File: src/rtl/axis_width_combin_b1_if.sv
// Stream bundle for the narrow-to-wide combiner: narrow input side plus packed wide output side.
// Handshake: a beat transfers on a rising clock edge where tvalid and tready are both high.
interface axis_width_combin_b1_if #(
    parameter int SLIM_DSIZE = 8,
    parameter int NSIZE      = 4
);
    localparam int KSIZE = SLIM_DSIZE / 8;
    localparam int W     = SLIM_DSIZE * NSIZE;
    localparam int CW    = $clog2(NSIZE + 1);

    logic [SLIM_DSIZE-1:0]  slim_tdata;
    logic [KSIZE-1:0]       slim_tkeep;
    logic                   slim_tvalid;
    logic                   slim_tlast;
    logic                   slim_tuser;
    logic                   slim_tready;

    logic [W-1:0]           wide_tdata;
    logic [KSIZE*NSIZE-1:0] wide_tkeep;
    logic                   wide_tvalid;
    logic                   wide_tlast;
    logic                   wide_tuser;
    logic [CW-1:0]          wide_tfill;
    logic                   wide_tready;

    // Environment side: produces narrow beats, consumes wide words.
    modport master (
        output slim_tdata, slim_tkeep, slim_tvalid, slim_tlast, slim_tuser,
        input  slim_tready,
        input  wide_tdata, wide_tkeep, wide_tvalid, wide_tlast, wide_tuser, wide_tfill,
        output wide_tready
    );

    modport slave (
        input  slim_tdata, slim_tkeep, slim_tvalid, slim_tlast, slim_tuser,
        output slim_tready,
        output wide_tdata, wide_tkeep, wide_tvalid, wide_tlast, wide_tuser, wide_tfill,
        input  wide_tready
    );
endinterface

File: src/rtl/axis_width_combin_b1.sv
// AXI-Stream upsizer: packs NSIZE narrow beats into one wide word, with short-packet tails,
// sticky tuser and a lane fill count, at one narrow beat per cycle through a single output register.
module axis_width_combin_b1 #(
    parameter int SLIM_DSIZE = 8,
    parameter int NSIZE      = 4,
    parameter bit MSB_FIRST  = 1'b1
) (
    input  logic                       aclk,
    input  logic                       aresetn,
    axis_width_combin_b1_if.slave      axis,
    output logic [$clog2(NSIZE)-1:0]   dbg_point
);
    localparam int KSIZE = SLIM_DSIZE / 8;
    localparam int W     = SLIM_DSIZE * NSIZE;
    localparam int CW    = $clog2(NSIZE + 1);
    localparam int PW    = $clog2(NSIZE);
    localparam logic [PW-1:0] LAST_POINT = PW'(NSIZE - 1);

    generate
        if ((SLIM_DSIZE % 8) != 0 || NSIZE < 2) begin : g_bad_params
            $error("axis_width_combin_b1: SLIM_DSIZE must be a multiple of 8 and NSIZE >= 2");
        end
    endgenerate

    logic [PW-1:0]          point;
    logic [PW-1:0]          lane;
    logic [W-1:0]           acc_data;
    logic [W-1:0]           nxt_data;
    logic [KSIZE*NSIZE-1:0] acc_keep;
    logic [KSIZE*NSIZE-1:0] nxt_keep;
    logic                   acc_user;
    logic                   slim_fire;
    logic                   wide_fire;
    logic                   complete;

    // The only stall source is a held, unaccepted output word.
    assign axis.slim_tready = ~axis.wide_tvalid | axis.wide_tready;
    assign slim_fire        = axis.slim_tvalid & axis.slim_tready;
    assign wide_fire        = axis.wide_tvalid & axis.wide_tready;
    assign complete         = (point == LAST_POINT) | axis.slim_tlast;
    assign lane             = MSB_FIRST ? (LAST_POINT - point) : point;
    assign dbg_point        = point;

    // Unwritten lanes are already zero because the accumulator clears on every completion.
    always_comb begin
        nxt_data = acc_data;
        nxt_keep = acc_keep;
        for (int i = 0; i < NSIZE; i++) begin
            if (lane == PW'(i)) begin
                nxt_data[i*SLIM_DSIZE +: SLIM_DSIZE] = axis.slim_tdata;
                nxt_keep[i*KSIZE +: KSIZE]           = axis.slim_tkeep;
            end
        end
    end

    always_ff @(posedge aclk) begin
        if (!aresetn) begin
            point            <= '0;
            acc_data         <= '0;
            acc_keep         <= '0;
            acc_user         <= 1'b0;
            axis.wide_tvalid <= 1'b0;
            axis.wide_tdata  <= '0;
            axis.wide_tkeep  <= '0;
            axis.wide_tlast  <= 1'b0;
            axis.wide_tuser  <= 1'b0;
            axis.wide_tfill  <= '0;
        end else begin
            if (slim_fire) begin
                if (complete) begin
                    axis.wide_tdata <= nxt_data;
                    axis.wide_tkeep <= nxt_keep;
                    axis.wide_tlast <= axis.slim_tlast;
                    axis.wide_tuser <= acc_user | axis.slim_tuser;
                    axis.wide_tfill <= CW'(point) + CW'(1);
                    point           <= '0;
                    acc_data        <= '0;
                    acc_keep        <= '0;
                    acc_user        <= 1'b0;
                end else begin
                    acc_data <= nxt_data;
                    acc_keep <= nxt_keep;
                    acc_user <= acc_user | axis.slim_tuser;
                    point    <= point + PW'(1);
                end
            end

            // A completion on the same edge as a wide transfer keeps valid high: no bubble.
            if (slim_fire && complete) begin
                axis.wide_tvalid <= 1'b1;
            end else if (wide_fire) begin
                axis.wide_tvalid <= 1'b0;
            end
        end
    end
endmodule

File: src/flat_wrapper.sv
// flat-port wrapper written by rule: the top's interface ports become plain ports
module axis_width_combin_b1_flat 
#(
    parameter int SLIM_DSIZE = 8,
    parameter int NSIZE      = 4,
    parameter bit MSB_FIRST  = 1'b1
)
  (aclk, aresetn, dbg_point, axis_slim_tdata, axis_slim_tkeep, axis_slim_tvalid, axis_slim_tlast, axis_slim_tuser, axis_slim_tready, axis_wide_tdata, axis_wide_tkeep, axis_wide_tvalid, axis_wide_tlast, axis_wide_tuser, axis_wide_tfill, axis_wide_tready);
  axis_width_combin_b1_if #(.SLIM_DSIZE(SLIM_DSIZE), .NSIZE(NSIZE)) axis_i ();
  input  logic aclk;
  input  logic aresetn;
  output logic [$clog2(NSIZE)-1:0] dbg_point;
  input wire logic [$bits(axis_i.slim_tdata)-1:0] axis_slim_tdata;
  input wire logic [$bits(axis_i.slim_tkeep)-1:0] axis_slim_tkeep;
  input wire logic [$bits(axis_i.slim_tvalid)-1:0] axis_slim_tvalid;
  input wire logic [$bits(axis_i.slim_tlast)-1:0] axis_slim_tlast;
  input wire logic [$bits(axis_i.slim_tuser)-1:0] axis_slim_tuser;
  output wire logic [$bits(axis_i.slim_tready)-1:0] axis_slim_tready;
  output wire logic [$bits(axis_i.wide_tdata)-1:0] axis_wide_tdata;
  output wire logic [$bits(axis_i.wide_tkeep)-1:0] axis_wide_tkeep;
  output wire logic [$bits(axis_i.wide_tvalid)-1:0] axis_wide_tvalid;
  output wire logic [$bits(axis_i.wide_tlast)-1:0] axis_wide_tlast;
  output wire logic [$bits(axis_i.wide_tuser)-1:0] axis_wide_tuser;
  output wire logic [$bits(axis_i.wide_tfill)-1:0] axis_wide_tfill;
  input wire logic [$bits(axis_i.wide_tready)-1:0] axis_wide_tready;
  assign axis_i.slim_tdata = axis_slim_tdata;
  assign axis_i.slim_tkeep = axis_slim_tkeep;
  assign axis_i.slim_tvalid = axis_slim_tvalid;
  assign axis_i.slim_tlast = axis_slim_tlast;
  assign axis_i.slim_tuser = axis_slim_tuser;
  assign axis_slim_tready = axis_i.slim_tready;
  assign axis_wide_tdata = axis_i.wide_tdata;
  assign axis_wide_tkeep = axis_i.wide_tkeep;
  assign axis_wide_tvalid = axis_i.wide_tvalid;
  assign axis_wide_tlast = axis_i.wide_tlast;
  assign axis_wide_tuser = axis_i.wide_tuser;
  assign axis_wide_tfill = axis_i.wide_tfill;
  assign axis_i.wide_tready = axis_wide_tready;
  axis_width_combin_b1 #(.SLIM_DSIZE(SLIM_DSIZE), .NSIZE(NSIZE), .MSB_FIRST(MSB_FIRST)) u_core (.aclk(aclk), .aresetn(aresetn), .axis(axis_i), .dbg_point(dbg_point));
endmodule
File: config.mk
export PLATFORM = sky130hd
export DESIGN_NAME = axis_width_combin_b1_flat
export DESIGN_NICKNAME = d
export VERILOG_FILES = /design/src/rtl/axis_width_combin_b1_if.sv /design/src/rtl/axis_width_combin_b1.sv /design/src/flat_wrapper.sv
export SDC_FILE = /design/constraint.sdc
export NUM_CORES = 1
export LEC_CHECK = 0
export BUFFER_PORTS_ARGS = -buffer_cell sky130_fd_sc_hd__buf_2
export CORE_UTILIZATION = 50
export DETAILED_ROUTE_END_ITERATION = 8
export GPL_ROUTABILITY_DRIVEN = 1
export PLACE_DENSITY = 0.72
export SETUP_SLACK_MARGIN = 0.5
export SYNTH_ARGS = -nofsm -noshare
export SYNTH_HDL_FRONTEND = slang
export SYNTH_SLANG_ARGS = --single-unit
File: constraint.sdc
create_clock -name aclk -period 3.4 [get_ports aclk]
set_input_delay 0.68 -clock aclk [delete_from_list [all_inputs] [get_ports aclk]]
set_output_delay 0.68 -clock aclk [all_outputs]
set_load 0.005 [all_outputs]
== Yosys cells after proc, flatten, opt, wreduce, memory -nomap -nowiden ==
Index checks and enable logic that the tools add are counted.

* Flip-flop bits (word level): 81
* Input port bits: 15

* Add/sub/neg operators: 3
* Eq/ne operators: 4
* Mux-type cells: 14
* Bitwise gates (word level): 6
* Reductions and logical operators: 4

{| class="wikitable"
|+ Operators by type and width
! kind !! count
|-
| 32-bit 2-to-1 mux || 1
|-
| 8-bit 2-to-1 mux || 4
|-
| 1-bit 2-to-1 mux || 7
|-
| 2-bit equality test (second input constant) || 3
|-
| 4-bit 2-to-1 mux || 1
|-
| 2-bit by 1-bit adder with 3-bit output (second input constant) || 1
|-
| 1-bit bitwise OR || 3
|-
| 2-bit by 1-bit adder with 2-bit output (second input constant) || 1
|-
| 1-bit AND || 2
|-
| 2-bit by 1-bit equality test with 1-bit output (second input constant) || 1
|-
| 2-bit zero test || 1
|-
| 2-bit 2-to-1 mux || 1
|-
| 2-bit AND reduction || 1
|-
| 2-bit nonzero test || 1
|-
| 2-bit subtractor (first input constant) || 1
|-
| 1-bit logical AND || 1
|-
| 1-bit inverter || 1
|}

== Longest topological paths before layout ==
Gate-level depths: netlist of run 1.

* Depth in word-level cells: 5
* Gate-level depth with buffers: 7
* Mapped depth without buffers: 5

== Worst setup path before layout of run 1 ==
No wires, ideal clock.

* Path type: input to output
* Start point: in axis_wide_tready
* End point: out axis_slim_tready
* Arrival: 1,139 ps
* Data required time: 2,720 ps
* Path slack: 1,581 ps
* Stages: 4
* Buffers on the path: 2
* Cells stage by stage: nor2b_1 -> buf_6 -> inv_1 -> buf_2

* Longest elaborated chain between the ends: 1

{| class="wikitable"
|+ RTL lines
! what !! line !! text
|-
| start: declaration || flat_wrapper.sv:25 || <nowiki>input wire logic [$bits(axis_i.wide_tready)-1:0] axis_wide_tready;</nowiki>
|-
| 1-bit bitwise OR || axis_width_combin_b1.sv:37 || <nowiki>assign axis.slim_tready = ~axis.wide_tvalid | axis.wide_tready;</nowiki>
|-
| end: declaration || flat_wrapper.sv:18 || <nowiki>output wire logic [$bits(axis_i.slim_tready)-1:0] axis_slim_tready;</nowiki>
|}

No other way between the ends.

== Final worst setup path of run 1 ==
Ends and elaborated chain as after synthesis.

==> results of run 1 <==
[synthesized netlist by cell type]
library cell | n | area, µm²
o21ai_0 | 2 | 10.01
nor2b_1 | 1 | 6.260
inv_1 | 4 | 15.01
o211a_1 | 1 | 10.01
a21oi_1 | 1 | 5.000
a21boi_1 | 1 | 7.510
nand4_1 | 4 | 25.02
and3_1 | 10 | 62.56
buf_2 | 3 | 15.01
or3_1 | 1 | 6.260
a31oi_1 | 2 | 12.51
a41o_1 | 2 | 20.02
nor3_2 | 3 | 30.03
a21boi_0 | 1 | 7.510
nor3_1 | 4 | 20.02
o22ai_1 | 27 | 168.9
nor2_1 | 1 | 3.750
clkbuf_1 | 19 | 71.32
dfxtp_1 | 81 | 1622
mux2_2 | 36 | 405.4
buf_6 | 7 | 78.83
nand2_1 | 115 | 431.7
ha_1 | 4 | 50.05
a31o_2 | 1 | 8.760
mux2i_1 | 39 | 390.4
[logic make-up (layout without fill, tap and decap cells)]
| group | Yosys count | after routing | share of synthesized area |
|---|---|---|---|
| AOI/OAI and AO/OA | 38 | 38 | 0.07184 |
| adders and majority gates | 4 | 4 | 0.01437 |
| buffers and inverters | 33 | 84 | 0.05172 |
| DFF | 81 | 81 | 0.4655 |
| muxes | 75 | 75 | 0.2284 |
| and+or+nand+nor | 139 | 139 | 0.1681 |
[per-stage QoR]
step	utilization	power, mW	instance area, µm²	hold WS, ps	worst slack (ps)
2_1_floorplan	-	1.132	3483	444.6	1581
3_3_place_gp	0.5576	1.182	3767	443.3	953.3
3_5_place_dp	0.5576	1.184	3767	448.2	898.1
4_1_cts	0.5865	1.872	3963	461.5	1001
5_1_grt	0.5865	1.932	3963	475.8	872.7
6_report	0.5865	1.857	3963	459.1	1001
[report_power, final]
part	switching, mW	internal (mW)	total [mW]
registers	0.0112	0.969	0.980
clock network	0.340	0.354	0.694
logic	0.108	0.0746	0.183
total	0.460	1.40	1.86
[worst reg2reg max path, cell delays in order, from the launching register on]
cell and delay [ps]:
dfxtp_1 430, ha_1 170, buf_4 220, nor2_1 140
or3_2 760, buf_12 320, and3_1 200
[sequential cells by signal, indices dropped and copies added (netlist names)]
name,count
u_core.axis.wide_tfill,3
u_core.acc_data,32
u_core.acc_keep,4
u_core.acc_user,1
u_core.axis.wide_tuser,1
u_core.axis.wide_tkeep,4
u_core.dbg_point,2
u_core.axis.wide_tvalid,1
u_core.axis.wide_tlast,1
u_core.axis.wide_tdata,32
[worst paths after layout]
| kind | from | slack (ps) | to | cells after the start |
|---|---|---|---|---|
| worst max register to register | u_core.dbg_point[0]$_SDFFE_PN0P_ | 1060 | u_core.acc_data[3]$_SDFFE_PN0P_ | 6 |
| worst min register to register | u_core.axis.wide_tdata[9]$_SDFFE_PN0P_ | 460 | u_core.axis.wide_tdata[9]$_SDFFE_PN0P_ | 2 |
| worst max-delay path | axis_wide_tready | 1000 | axis_slim_tready | 4 |
| worst min-delay path | u_core.axis.wide_tdata[9]$_SDFFE_PN0P_ | 460 | u_core.axis.wide_tdata[9]$_SDFFE_PN0P_ | 2 |
[cell type report]
cell class / instances / area (µm²)
Inverter: 4 / 15.01
Tap cell: 80 / 100.1
Timing Repair Buffer: 64 / 347.8
Clock buffer: 10 / 137.6
Clock inverter: 6 / 57.56
Fill cell: 611 / 2794
Sequential cell: 81 / 1622
Multi-Input combinational cell: 256 / 1683
[routing by layer]
layer / part of all wire / vias to the layer above / global-route usage
met1: 0.49 / 1285 / 0.2907
met4: 0.017 / 0 / 0.1015
met2: 0.45 / 61 / 0.3353
met5: 0 / - / 0
met3: 0.043 / 10 / 0.04669
li1: - / 1360 / -
==> results.yml, run 1 <==
status:
  status: "finished clean"
clocking:
  cts_root_buffer: "clkbuf_8"
  cts_tree: "yes"
  cts_buffers: 9
  cts_resized: 0
  postCtsHoldBufs: 0
  clk_pin_slew_ps: 80
  cts_num_sinks: 81
  clock_path_buffers: 2
  clkLatencyLatePin_ps: 350
  cts_max_level: 3
  post_cts_buffers: 0
setup_path:
  slowest_delay_ps: 400
  cpLargestDelayFamily: "buffers and inverters"
  crit_path_cell_trace: "buf_2, nor2b_1, inv_1, buf_2"
  worstPathArrival_ps: 1720
  cp_max_fo: 12
  end_kind: "primary output"
  cp_slowest_cell: "nor2b_1"
  critPathRequiredTime_ps: 2720
  cp.buffers_inverters: 3
  path_class: "input pin to primary output"
  cp_common_cell: "buf_2"
  startpoint_type: "input pin"
cells_and_area:
  drive_gt1_frac: 0.2874
  num-nets-final: 435
  area_growth_pct: 13.76
  final_common_cell: "nand2_1"
  n_antenna_cell: 0
  layout_common_cells: "nand2_1 (115), dfxtp_1 (81), buf_2 (58)"
  instances_no_fill: 501
logic_synthesis:
  postSynthAreaPerCell_um2: 9.414
  yosysUniqueCellTypes: 25
  postSynthCellCount: 370
  syn_area_um2: 3483
  syn_nets: 389
  ys_ff_latch: 81
  yosys_warnings: 0
  ys_seq_area_frac: 0.4655
drt:
  ant_nets: 0
  vias: 2716
  drt-initial-drc-count: 141
  finalWirelength_mm: 7.440
  wire_per_inst_um: 14.85
  viasPerCell: 5.421
  drc: 0
  drtPass1Iterations: 4
sta:
  relSlewSlack: 0.5300
  hold_viol: 0
  setup_viol: 0
  worst_pin_slew_ps: 701.2
  fin_crit_ps: 2399
  rsz0062_at_grt: "false"
  max_freq_mhz: 416.8
  finalClockSkew_ps: 5.625
  report.final.slew_viol_count: 0
  tns_ps: 0
  finalCritPeriodShare: 0.7057
placed_design:
  placed_cells: 485
  place_hpwl_mm: 4.945
  gp_congestion: 0.7944
  io_buffers: 59
global_routing:
  grt_pass1_vias: 2552
  track_usage: 0.2171
  grt_max_degree: 60
  grt_antenna_before_repair: 0
  gr-total-overflow: 0
  grt_pass1_wl_mm: 12.17
floorplanning:
  ios: 60
  dieWidth_um: 85.47
  dieArea_um2: 7304
  start_util: 0.5156
  coreArea_um2: 6756
  die_h_um: 85.47
  rows: 30
power_and_ir_drop:
  irDropWorstVdd_v: 0.0002210
  power.density_nw_per_um2: 468.6
  leakagePower_nw: 1.876
job:
  maxCapViolCount: 0
worst_hold_path:
  hp-class: "flip-flop to flip-flop"
Power figures use the tool's default switching activity.
==> run 2, diff against run 1 <==
--- a/config.mk
+++ b/config.mk
@@ -5,11 +5,12 @@
 export SDC_FILE = /design/constraint.sdc
 export NUM_CORES = 1
 export LEC_CHECK = 0
+export ABC_AREA = 1
 export BUFFER_PORTS_ARGS = -buffer_cell sky130_fd_sc_hd__buf_2
 export CORE_UTILIZATION = 50
 export DETAILED_ROUTE_END_ITERATION = 8
 export GPL_ROUTABILITY_DRIVEN = 1
-export PLACE_DENSITY = 0.72
+export PLACE_DENSITY = 0.71
 export SETUP_SLACK_MARGIN = 0.5
 export SYNTH_ARGS = -nofsm -noshare
 export SYNTH_HDL_FRONTEND = slang
==> constraint.sdc (replaced) <==
create_clock -name aclk -period 2.5 [get_ports aclk]
set_input_delay 0.5 -clock aclk [delete_from_list [all_inputs] [get_ports aclk]]
set_output_delay 0.5 -clock aclk [all_outputs]
set_load 0.005 [all_outputs]
==> run 2 against run 1 <==
Non-clock buffer count rose by 7. Power rose by 55%. Critical path depth rose by 4. Routed wire length rose by 38%. Clock power rose by 54%. Global-route usage rose by 4.1 points. Synthesized area rose by 19%. Die area rose by 19%. Utilization rose by 0.74 points. Critical endpoint is now u_core.axis.wide_tdata[10]$_SDFFE_PN0P_.
==> results.yml, run 2 <==
job:
  maxCapViolCount: 0
placed_design:
  place_hpwl_mm: 7.064
  gp_congestion: 0.8284
  placed_cells: 827
  io_buffers: 59
  place_area_um2: 4466
drt:
  wire_per_inst_um: 12.16
  finalWirelength_mm: 10.26
  drc: 0
  viasPerCell: 4.851
  drt-initial-drc-count: 305
  ant_nets: 0
  vias: 4089
  drtPass1Iterations: 5
sta:
  max_freq_mhz: 640.3
  tns_ps: 0
  hold_viol: 0
  fin_crit_ps: 1562
  rsz0062_at_grt: "false"
  setup_viol: 0
  finalClockSkew_ps: 8.585
  relSlewSlack: 0.6364
  finalCritPeriodShare: 0.6247
  report.final.slew_viol_count: 0
  worst_pin_slew_ps: 544.6
setup_path:
  worstPathArrival_ps: 1830
  end_kind: "flip-flop"
  path_class: "flip-flop to flip-flop"
  critPathRequiredTime_ps: 2760
  startpoint_type: "flip-flop"
  cp_max_fo: 18
power_and_ir_drop:
  leakagePower_nw: 2.462
  power.density_nw_per_um2: 613.9
  irDropWorstVdd_v: 0.0003037
global_routing:
  gr-total-overflow: 0
  grt_antenna_before_repair: 0
  grt_pass1_wl_mm: 17.75
  grt_max_degree: 32
  track_usage: 0.2585
  grt_pass1_vias: 3808
cells_and_area:
  final_common_cell: "nand2_1"
  post-route-util: 0.5939
  area_growth_pct: 12.94
  seq_area_um2: 1622
  final_area_um2: 4684
  fillCellCount: 789
  instances_no_fill: 843
  layout_common_cells: "nand2_1 (287), inv_1 (118), dfxtp_1 (81)"
  multi_input_area_um2: 1873
  n_antenna_cell: 0
  reg_top3: "u_core.acc_data (32), u_core.axis.wide_tdata (32)"
  num-nets-final: 755
  drive_gt1_frac: 0.1255
logic_synthesis:
  ys_ff_latch: 81
  yosysTopAreaCell: "dfxtp_1"
  syn_nets: 712
  synth_compound_area_frac: 0.05400
  synthFlopType: "dfxtp_1"
  ys_seq_area_frac: 0.3910
  yosysUniqueCellTypes: 17
  yosys.area_share.adder: 0.01207
  ys_top_cells_by_count: "nand2_1 (287), inv_1 (118), dfxtp_1 (81)"
  synth-edff-count: 0
  syn_area_um2: 4148
  async_reset_ff_frac: 0
  synthMuxAreaShare: 0
  synth_top_area_frac: 0.3910
  postSynthAreaPerCell_um2: 5.985
  postSynthCellCount: 693
  synth_top_cells_by_area: "dfxtp_1 (39%), nand2_1 (26%), inv_1 (11%), nand3_1 (6.8%), nor2_1 (5.2%)"
  yosysMostFrequentCell: "nand2_1"
  yosys.area_share.xor_xnor: 0
  synth_top_family_by_area: "simple AND/OR/NAND/NOR gates"
  yosys_warnings: 0
  yosys.area_share.simple: 0.3837
clocking:
  post_cts_buffers: 0
  cts_max_level: 3
  cts_buffers: 9
  clock_path_buffers: 2
  postCtsHoldBufs: 0
  cts_root_buffer: "clkbuf_8"
  cts_num_sinks: 81
  clkLatencyLatePin_ps: 360
  clk_pin_slew_ps: 90
  cts_resized: 0
  cts_tree: "yes"
floorplanning:
  dieWidth_um: 93.08
  coreArea_um2: 7888
  ios: 60
  die_h_um: 93.08
  dieArea_um2: 8664
  start_util: 0.5259
  rows: 32
status:
  status: "finished clean"
worst_hold_path:
  hp-class: "input pin to flip-flop"
-- run 2: cell count changes after synthesis, moves of 21 or more --
| cell | change |
|---|---|
| nand2_1 | +172 |
| inv_1 | +114 |
| nor2_1 | +57 |
| nand3_1 | +56 |
| mux2i_1 | -39 |
| mux2_2 | -36 |
| a21oi_1 | +32 |
| o22ai_1 | -27 |
| buf_2 | +21 |
-- run 2: area by class of cell --
type | count | area share
clock buffers | 10 | 0.02724
clock inverters | 6 | 0.01950
inverters | 122 | 0.09776
multi-input cells | 451 | 0.3998
flip-flops and latches | 81 | 0.3462
well taps | 102 | 0.02724
repair buffers | 71 | 0.08227
-- run 2: cell families (layout without fill, tap and decap cells) --
| kind of cell | count (synthesis) | in the layout |
|---|---|---|
| AO/OA/AOI/OAI | 44 | 44 |
| adder cells (fa/ha/maj) | 4 | 4 |
| buffers and inverters | 161 | 209 |
| flip-flops | 81 | 81 |
| AND/OR/NAND/NOR | 403 | 403 |
-- run 2: metrics by stage --
stage / hold slack, ps / worst slack [ps] / total power, mW
after floorplan: 410.3 / 1010 / 1.699
after global placement: 418.0 / 811.9 / 1.829
after detailed placement: 421.9 / 763.3 / 1.836
after CTS: 375.3 / 930.3 / 2.900
after global routing: 397.8 / 765.8 / 3.021
final: 387.3 / 938.3 / 2.876
-- run 2: power by group --
group,internal [mW],switching (mW),total [mW]
registers,1.35,0.0294,1.37
logic,0.148,0.284,0.432
clock network,0.566,0.503,1.07
-- run 2: path summary, 6_finish.rpt --
check	cells after the start	slack, ps	to	startpoint
max	8	940	u_core.axis.wide_tdata[10]$_SDFFE_PN0P_	u_core.dbg_point[0]$_SDFFE_PN0P_
min	3	390	u_core.acc_user$_SDFFE_PN0P_	axis_slim_tuser
max reg2reg	8	940	u_core.axis.wide_tdata[10]$_SDFFE_PN0P_	u_core.dbg_point[0]$_SDFFE_PN0P_
min reg2reg	2	430	u_core.acc_data[1]$_SDFFE_PN0P_	u_core.acc_data[1]$_SDFFE_PN0P_
-- run 2: critical path, cell delays in order, from the launching register on --
cell and delay (ps):
dfxtp_1 410, inv_1 120, ha_1 240, inv_2 230, nand2_1 120, nand2_1 110
nand3_1 100, nand2_1 100, nor2_1 40
-- run 2: routing by layer --
metal	global-route usage	vias up	share of wire
li1	-	2113	-
met1	0.3342	1818	0.47
met2	0.4240	137	0.46
met3	0.04959	21	0.053
met4	0.1013	0	0.021
met5	0	-	0
==> run 3, diff against run 2 <==
--- a/config.mk
+++ b/config.mk
@@ -10,7 +10,7 @@
 export CORE_UTILIZATION = 50
 export DETAILED_ROUTE_END_ITERATION = 8
 export GPL_ROUTABILITY_DRIVEN = 1
-export PLACE_DENSITY = 0.71
+export PLACE_DENSITY = 0.74
 export SETUP_SLACK_MARGIN = 0.5
 export SYNTH_ARGS = -nofsm -noshare
 export SYNTH_HDL_FRONTEND = slang
==> constraint.sdc (replaced) <==
create_clock -name aclk -period 1.35 [get_ports aclk]
set_input_delay 0.27 -clock aclk [delete_from_list [all_inputs] [get_ports aclk]]
set_output_delay 0.27 -clock aclk [all_outputs]
set_load 0.005 [all_outputs]
==> run 3 against run 2 <==
The run now ends with negative setup slack left. Via count grew 14%. Sequential share of layout area decreased by 6.3 points. Routed wire length grew 32%. Power is 100% higher. Clock-buffer cell count up 1. Sequential cell count unchanged.
==> results.yml, run 3 (synthesized netlist as in run 2, its figures left out) <==
status:
  status: "finished, violations left"
  violations: "negative setup slack"
clocking:
  cts_num_sinks: 81
  cts_tree: "yes"
  cts_root_buffer: "clkbuf_8"
  cts_buffers: 9
  clkLatencyLatePin_ps: 360
  clk_pin_slew_ps: 90
  postCtsHoldBufs: 0
  cts_max_level: 3
  clock_path_buffers: 2
floorplanning:
  rows: 32
  dieWidth_um: 93.08
  ios: 60
  die_h_um: 93.08
  start_util: 0.5259
  coreArea_um2: 7888
  dieArea_um2: 8664
sta:
  report.final.slew_viol_count: 0
  rsz0062_at_grt: "true"
  setup_viol: 57
  max_freq_mhz: 690.8
  worst_pin_slew_ps: 382.7
  finalCritPeriodShare: 1.072
  hold_viol: 0
  fin_ws_ps: -97.55
  finalClockSkew_ps: 10.02
  fin_crit_ps: 1448
  relSlewSlack: 0.7422
cells_and_area:
  n_antenna_cell: 0
  instances_no_fill: 877
  drive_gt1_frac: 0.3652
  reg_top3: "u_core.acc_data (32), u_core.axis.wide_tdata (32)"
  layout_common_cells: "nand2_1 (216), inv_1 (115), nand2_2 (60)"
  area_growth_pct: 43.08
  num-nets-final: 789
  final_common_cell: "nand2_1"
placed_design:
  placed_cells: 832
  gp_congestion: 0.8600
  place_hpwl_mm: 7.169
  io_buffers: 59
power_and_ir_drop:
  seq_power_share: 0.440
  comb_power_share: 0.221
  p_int_mw: 4.085
  swShare: 0.3014
  leakagePower_nw: 2.871
  power_mw: 5.846
  power.density_nw_per_um2: 985.2
  irDropWorstVdd_v: 0.0005775
  switchingPower_mw: 1.762
  p_clk_frac: 0.339
drt:
  vias: 4643
  drt-initial-drc-count: 454
  drtPass1Iterations: 6
  viasPerCell: 5.294
  wire_per_inst_um: 15.43
  ant_nets: 0
  drc: 0
  finalWirelength_mm: 13.53
global_routing:
  grt_pass1_vias: 4019
  gr-total-overflow: 0
  grt_pass1_wl_mm: 19.06
  track_usage: 0.2804
  grt_max_degree: 60
  grt_antenna_before_repair: 0
setup_path:
  startpoint_type: "flip-flop"
  critPathRequiredTime_ps: 1610
  cp_common_cell: "nand2_2"
  cp_slowest_cell: "dfxtp_4"
  end_kind: "flip-flop"
  cpLargestDelayFamily: "flip-flops"
  worstPathArrival_ps: 1710
  cp.buffers_inverters: 3
  cp_max_fo: 7
  crit_path_cell_trace: "buf_6, inv_6, ha_4, buf_8, nand2_2, nand2_2, nand3_2, nand2_2, nor2_2"
  path_class: "flip-flop to flip-flop"
  slowest_delay_ps: 370
worst_hold_path:
  hp-class: "input pin to flip-flop"
job:
  maxCapViolCount: 0
[run 3: cell count changes in the layout (fill, tap and decap cells not counted), moves of 7 or more]
| cell | delta |
|---|---|
| buf_12 | +12 |
| a21oi_2 | +14 |
| nor2_1 | -13 |
| a21oi_1 | -14 |
| buf_2 | -19 |
| nand2_2 | +60 |
| nor2_2 | +13 |
| nand3_1 | -7 |
| nand2_1 | -71 |
| dfxtp_2 | +39 |
| dfxtp_1 | -42 |
| buf_6 | +29 |
| nand2_4 | +10 |
[run 3: power by group through the flow]
stage	registers (mW)	clock network, mW	logic (mW)
after global routing	2.58	2.09	1.39
after global placement	2.60	0	0.869
after floorplan	2.61	0	0.593
after CTS	2.56	1.99	1.06
after detailed placement	2.60	0	0.883
final	2.57	1.98	1.29
[run 3: through the flow]
stage                     utilization  worst slack [ps]  instance area (µm²)  hold WS (ps)  TNS (ps)
after global placement         0.5934            -44.94                 4681         417.0    -77.28
after global routing           0.7524            -128.6                 5934         177.5     -4675
after CTS                      0.6812             10.97                 5373         151.1         0
after floorplan                     -             108.3                 4319         410.3         0
final                          0.7524            -97.55                 5934         167.0     -1574
after detailed placement       0.5934            -61.80                 4681         425.3    -569.0
[run 3: timing repair]
action | 4_1_cts | 5_1_grt
buffers inserted | 13 | 6
resized for setup | 88 | 122
setup endpoints to repair | 126 | 126
endpoints found under the hold margin | 0 | 0
cloned | 4 | 6
pin swaps | 30 | 47
[run 3: path summary, 6_finish.rpt]
kind,start,end,slack [ps],cells past startpoint
setup / recovery,u_core.dbg_point[1]$_SDFFE_PN0P_,u_core.axis.wide_tdata[30]$_SDFFE_PN0P_,-100,9
hold / removal,axis_slim_tuser,u_core.acc_user$_SDFFE_PN0P_,170,3
setup reg to reg,u_core.dbg_point[1]$_SDFFE_PN0P_,u_core.axis.wide_tdata[30]$_SDFFE_PN0P_,-100,9
hold reg to reg,u_core.acc_data[5]$_SDFFE_PN0P_,u_core.acc_data[5]$_SDFFE_PN0P_,440,2
[run 3: per-layer routing]
metal / wire [µm] / GRT usage / vias up
met2: 6685 / 0.4865 / 249
li1: - / - / 2204
met3: 1005 / 0.05366 / 64
met1: 5242 / 0.3436 / 2126
met5: 0 / 0 / -
met4: 599 / 0.1026 / 0
[run 3: layout make-up]
| class | instances | area, µm² |
|---|---|---|
| multi-input cells | 452 | 2313 |
| fillers | 539 | 1953 |
| flip-flops and latches | 81 | 1682 |
| repair buffers | 102 | 1042 |
| inverters | 122 | 521.8 |
| clock buffers | 11 | 162.7 |
| well taps | 102 | 127.6 |
| clock inverters | 5 | 60.06 |
| repair inverters | 2 | 25.02 |
[run 3: tightest hold or removal path, stage by stage]
cell	delay [ps]
buf_2	100
nand2_1	70
a21oi_2	50
